File: src/rtl/serial_subtractor.sv
// serial_subtractor: bit-serial unsigned subtractor, diff = a - b computed LSB-first, one bit per clock
//   clk    : rising-edge clock
//   rst    : synchronous active-high reset, aborts any operation
//   start  : request, sampled only in IDLE
//   a, b   : minuend / subtrahend, captured on an accepted start
//   busy   : high while bits are being processed (RUN)
//   done   : one-cycle pulse, diff/borrow valid
//   diff   : (a - b) mod 2^WIDTH, held until the next result
//   borrow : 1 when a < b, held like diff
// Build option: define SUB_SATURATE_EN to clamp diff to 0 whenever borrow is 1.
module serial_subtractor #(
    parameter int WIDTH = 4
) (
    input  logic             clk,
    input  logic             rst,
    input  logic             start,
    input  logic [WIDTH-1:0] a,
    input  logic [WIDTH-1:0] b,
    output logic             busy,
    output logic             done,
    output logic [WIDTH-1:0] diff,
    output logic             borrow
);
    localparam int CW = $clog2(WIDTH);
    localparam logic [1:0] IDLE = 2'd0;
    localparam logic [1:0] RUN  = 2'd1;
    localparam logic [1:0] DONE = 2'd2;

    logic [1:0]       state;
    logic [WIDTH-1:0] sa, sb, sr;
    logic             br;
    logic [CW-1:0]    cnt;
    logic             x, y, d, br_n, last;
    logic [WIDTH-1:0] res, fin;

    always_comb begin
        x    = sa[0];
        y    = sb[0];
        d    = x ^ y ^ br;
        br_n = (~x & y) | (~(x ^ y) & br);
        last = cnt == CW'(WIDTH - 1);
        res  = {d, sr[WIDTH-1:1]};
`ifdef SUB_SATURATE_EN
        fin  = br_n ? '0 : res;
`else
        fin  = res;
`endif
    end

    assign busy = state == RUN;
    assign done = state == DONE;

    // sr is the working result register; diff only changes on the final bit
    always_ff @(posedge clk) begin
        if (rst) begin
            state  <= IDLE;
            sa     <= '0;
            sb     <= '0;
            sr     <= '0;
            br     <= 1'b0;
            cnt    <= '0;
            diff   <= '0;
            borrow <= 1'b0;
        end else begin
            case (state)
                IDLE: if (start) begin
                    sa    <= a;
                    sb    <= b;
                    br    <= 1'b0;
                    cnt   <= '0;
                    state <= RUN;
                end
                RUN: begin
                    sa  <= sa >> 1;
                    sb  <= sb >> 1;
                    sr  <= res;
                    br  <= br_n;
                    cnt <= cnt + 1'b1;
                    if (last) begin
                        state  <= DONE;
                        diff   <= fin;
                        borrow <= br_n;
                    end
                end
                DONE:    state <= IDLE;
                default: state <= IDLE;
            endcase
        end
    end
endmodule
File: config.mk
export PLATFORM = sky130hd
export DESIGN_NAME = serial_subtractor
export DESIGN_NICKNAME = d
export VERILOG_FILES = /design/src/rtl/serial_subtractor.sv
export SDC_FILE = /design/constraint.sdc
export NUM_CORES = 1
export LEC_CHECK = 0
export CAP_MARGIN = 20
export CORE_ASPECT_RATIO = 0.75
export CORE_MARGIN = 3
export CORE_UTILIZATION = 49
export DETAILED_ROUTE_END_ITERATION = 8
export PLACE_DENSITY_LB_ADDON = 0.3
export SYNTH_ARGS = -nofsm -noshare
export SYNTH_HDL_FRONTEND = slang
export SYNTH_SLANG_ARGS = --single-unit
File: constraint.sdc
create_clock -name clk -period 1.59 [get_ports clk]
set_clock_uncertainty 0.05 [all_clocks]
set_input_delay 0.2385 -clock clk [delete_from_list [all_inputs] [get_ports clk]]
set_output_delay 0.2385 -clock clk [all_outputs]
set_load 0.01 [all_outputs]
## After elaboration in Yosys (flattened, before gate mapping)

Index checks and enable logic that the tools add are counted.

- Output and inout port bits: 7
- Bits of input ports: 11
- Register bits: 22

- Eq/ne operators: 5
- Bitwise operators: 7
- Add/subtract/negate cells: 1
- Reductions and logical operators: 5
- Mux-type cells: 11

Operator list:

| cell | count |
|---|---|
| $pmux W4 S2 | 2 |
| $mux W4 | 2 |
| $pmux W2 S2 | 2 |
| $mux W2 | 3 |
| $reduce_and A2 Y1 | 3 |
| $eq A2 B2 Y1 const B | 2 |
| $add A2 B1 Y2 const B | 1 |
| $and A1 B1 Y1 | 2 |
| $eq A2 B1 Y1 const B | 1 |
| $logic_not A2 Y1 | 1 |
| $ne A2 B1 Y1 const B | 1 |
| $ne A2 B2 Y1 const B | 1 |
| $not A1 Y1 | 2 |
| $pmux W1 S2 | 1 |
| $reduce_bool A2 Y1 | 1 |
| $xor A1 B1 Y1 | 2 |
| $mux W1 | 1 |
| $or A1 B1 Y1 | 1 |

## Longest topological paths before layout

- Depth in word-level cells: 5
- Gate-level depth with buffers: 5
- Gate-level depth less buffers: 5

## Worst setup path after synthesis

OpenSTA, ideal clock, no wires.

- Path kind: register to register
- Start: register cnt[0]
- End: register borrow
- Path slack: 0.425 ns
- Stages on the path, launching flop included: 5
- Data required time: 1.412 ns
- Clock period less this slack: 1.165 ns
- Buffers on the path: 0
- Data arrival time: 0.987 ns
- Path through: dfxtp_1 ha_1 nand3b_1 mux2i_1 nor2_1

- Cells in the longest elaborated chain, start to end: 2

RTL lines:

| element | RTL line | RTL |
|---|---|---|
| from (decl) | 32 | `logic [CW-1:0] cnt;` |
| from (signal assigned) | 78 | `cnt <= cnt + 1'b1;` |
| $eq A2 B2 Y1 | 41 | `last = cnt == CW'(WIDTH - 1);` |
| $reduce_and A2 Y1 (no source line) | n/a |  |
| to (signal assigned) | 82 | `borrow <= br_n;` |
| to (decl) | 22 | `output logic borrow` |

Every way passes these cells.
A chain may end at the register's enable or synchronous reset.

## Final worst setup path

- Start: register diff[2]
- End: output diff[2]

RTL lines:

| element | RTL line | RTL |
|---|---|---|
| from (decl) | 21 | `output logic [WIDTH-1:0] diff,` |
| from (signal assigned) | 81 | `diff <= fin;` |

No word-level cell between the ends.

==> results.toml <==
[cts]
root_buffer = "clkbuf_4"
cts-buffers-inserted = 3
clk_latency_ps = 300
ctsHoldBuffers = 0
cts_tree = "built"
cts_buffer_depth = 2
cts_max_level = 1
path_clk_slew_ps = 110
cts.sinks = 21

[route]
viasPerCell = 5.30
top_layer_used = "met4"
wl_met1_um = 884
drt_wl_total_um = 1770
dr_wl_met2_um = 768
first_pass_iters = 4
routed-wl-met3_um = 83
wl_per_cell_um = 13.6
ant_nets = 0
drc = 0
vias = 689
drt_iter0_drc = 19

[setup_path]
slowest_delay_ps = 540
cp_max_fo = 2
crit_family = "buffers and inverters"
cp.required_ps = 1300
worst-path-buf-inv = 1
crit_type = "reg -> out"
critPathCaptureType = "primary output"
slowest_stage = "clkdlybuf4s50_1"
cp-start-kind = "register"
path_cells = "clkdlybuf4s50_1"
cp.arrival_ps = 1200

[status]
status = "complete, no violations"

[grt]
grt_max_degree = 22
grt_pass1_wl_um = 3030
grt_pass1_vias = 642
grt.total_usage_pct = 16.2
antenna_found_initial = 0
overflow = 0

[floorplan]
die_w_um = 56.1
dieArea_um2 = 2440
fp.coreArea_um2 = 1620
io_pins = 18
initial_utilization_pct = 56.9
die-height_um = 43.6
fp-row-count = 12

[timing]
setup_viol = 0
rsz0062_at_grt = "false"
tightest_slew_ps = 302
slew_violations = 0
hold_viol_final = 0
setup_tns_ps = 0
finalCriticalPeriod_ps = 1490
fmax_mhz = 673
maxSlewHeadroom_pct = 79.8
fin_crit_sh_pct = 93.4

[cells_and_area]
nets = 123
diodes = 0
drive_above_1_share_pct = 21.1
fill_cells = 132
area_growth_syn_to_layout_pct = 23.3
fin_cells = 130

[logic_synthesis]
synth.most_common_cell = "dfxtp_1"
syn_nets = 102
synth-edff-count = 0
yosysWarnings = 0
synth_top_cell_area_share_pct = 45.6
syn_area_per_cell_um2 = 10.4
synthArstFlopShare_pct = 0
yosysTopAreaCell = "dfxtp_1"
synth_area_um2 = 922
synth_seq_area_share_pct = 45.6
synth_cell_types = 24
synthTopCellsByCount = "dfxtp_1 (21), nor2_1 (13), mux2i_1 (11), a211oi_2 (7)"
synth_cells = 89
ys_seq_elements = 21
synth_flop_cell = "dfxtp_1"
synthTopCellsByArea = "dfxtp_1 (46%), mux2i_1 (12%), a211oi_2 (9.5%)"

[job]
drv_cap = 0

[power_and_ir_drop]
p_leak_nw = 0.448
peakVddDrop_v = 0.000943
p_per_area_nw_per_um2 = 857
fin_total_pwr_mw = 0.974

[place]
place_inst = 126
port_buffers = 17
place_congestion = 0.714
dp_hpwl_um = 1310

[worst_hold_path]
min_path_type = "reg -> reg"
## layout make-up
type                       instances  area [um^2]  area share (%)
clock buffer                       3         22.5            1.98
clock inverter                     1         5.00           0.440
inverter                           4         15.0            1.32
multi-input combinational         59          445            39.2
sequential                        21          425            37.4
tap                               21         26.3            2.31
timing repair buffer              21          198            17.4
## final timing paths
check / end / cells past startpoint / from / slack, ps
max reg2reg: sb[0] / 4 / state[0] / 310
min: diff[0] / 2 / diff[0] / 410
min reg2reg: diff[0] / 2 / diff[0] / 410
max: diff[2] / 1 / diff[2] / 100
## state kept, by name, summed over array words and instances (netlist names)
| signal | cells |
|---|---|
| sa | 4 |
| diff | 4 |
| borrow | 1 |
| cnt | 2 |
| state | 2 |
| br | 1 |
| sb | 4 |
| sr | 3 |
## kinds of logic after synthesis
group / count (synthesis) / synth area share (%)
AOI/OAI and AO/OA: 17 / 17.9
muxes: 11 / 11.9
buffers and inverters: 9 / 6.10
and+or+nand+nor: 29 / 14.9
adders and majority gates: 2 / 3.53
DFF: 21 / 45.6
## power by group
| group | internal (mW) | switching [mW] |
|---|---|---|
| clock | 0.0940 | 0.160 |
| sequential | 0.550 | 0.0178 |
| combinational | 0.0777 | 0.0744 |
## per-layer routing
layer	global-route usage, %	vias up
li1	-	346
met5	0	-
met2	26.1	13
met1	19.6	326
met3	5.95	4
met4	7.58	0
## metrics by stage
stage               hold WS, ps  utilization [%]  cell area (um^2)  worst slack, ps
floorplan                   253                -               922              425
global placement            393             68.3              1110              148
detailed placement          396             68.3              1110             94.2
CTS                         413             70.1              1140             81.3
global route                450             70.1              1140             51.1
finish                      412             70.1              1140              105
## timing repair
action	in CTS	in global routing
setup buffers	0	0
setup endpoints to repair	2	0
gates resized for setup	5	0
## placed cells by master (no fill, tap or decap), types with 2 or more instances in the layout
cell              n
dfxtp_1          19
clkdlybuf4s50_1  15
nor2_1           13
mux2i_1          11
a211oi_2          7
inv_1             4
a22oi_1           4
nand3_1           4
nand2_1           4
a21oi_1           4
buf_4             4
nor2_2            3
clkbuf_4          3
dlygate4sd2_1     2
Power figures use the tool's default switching activity.
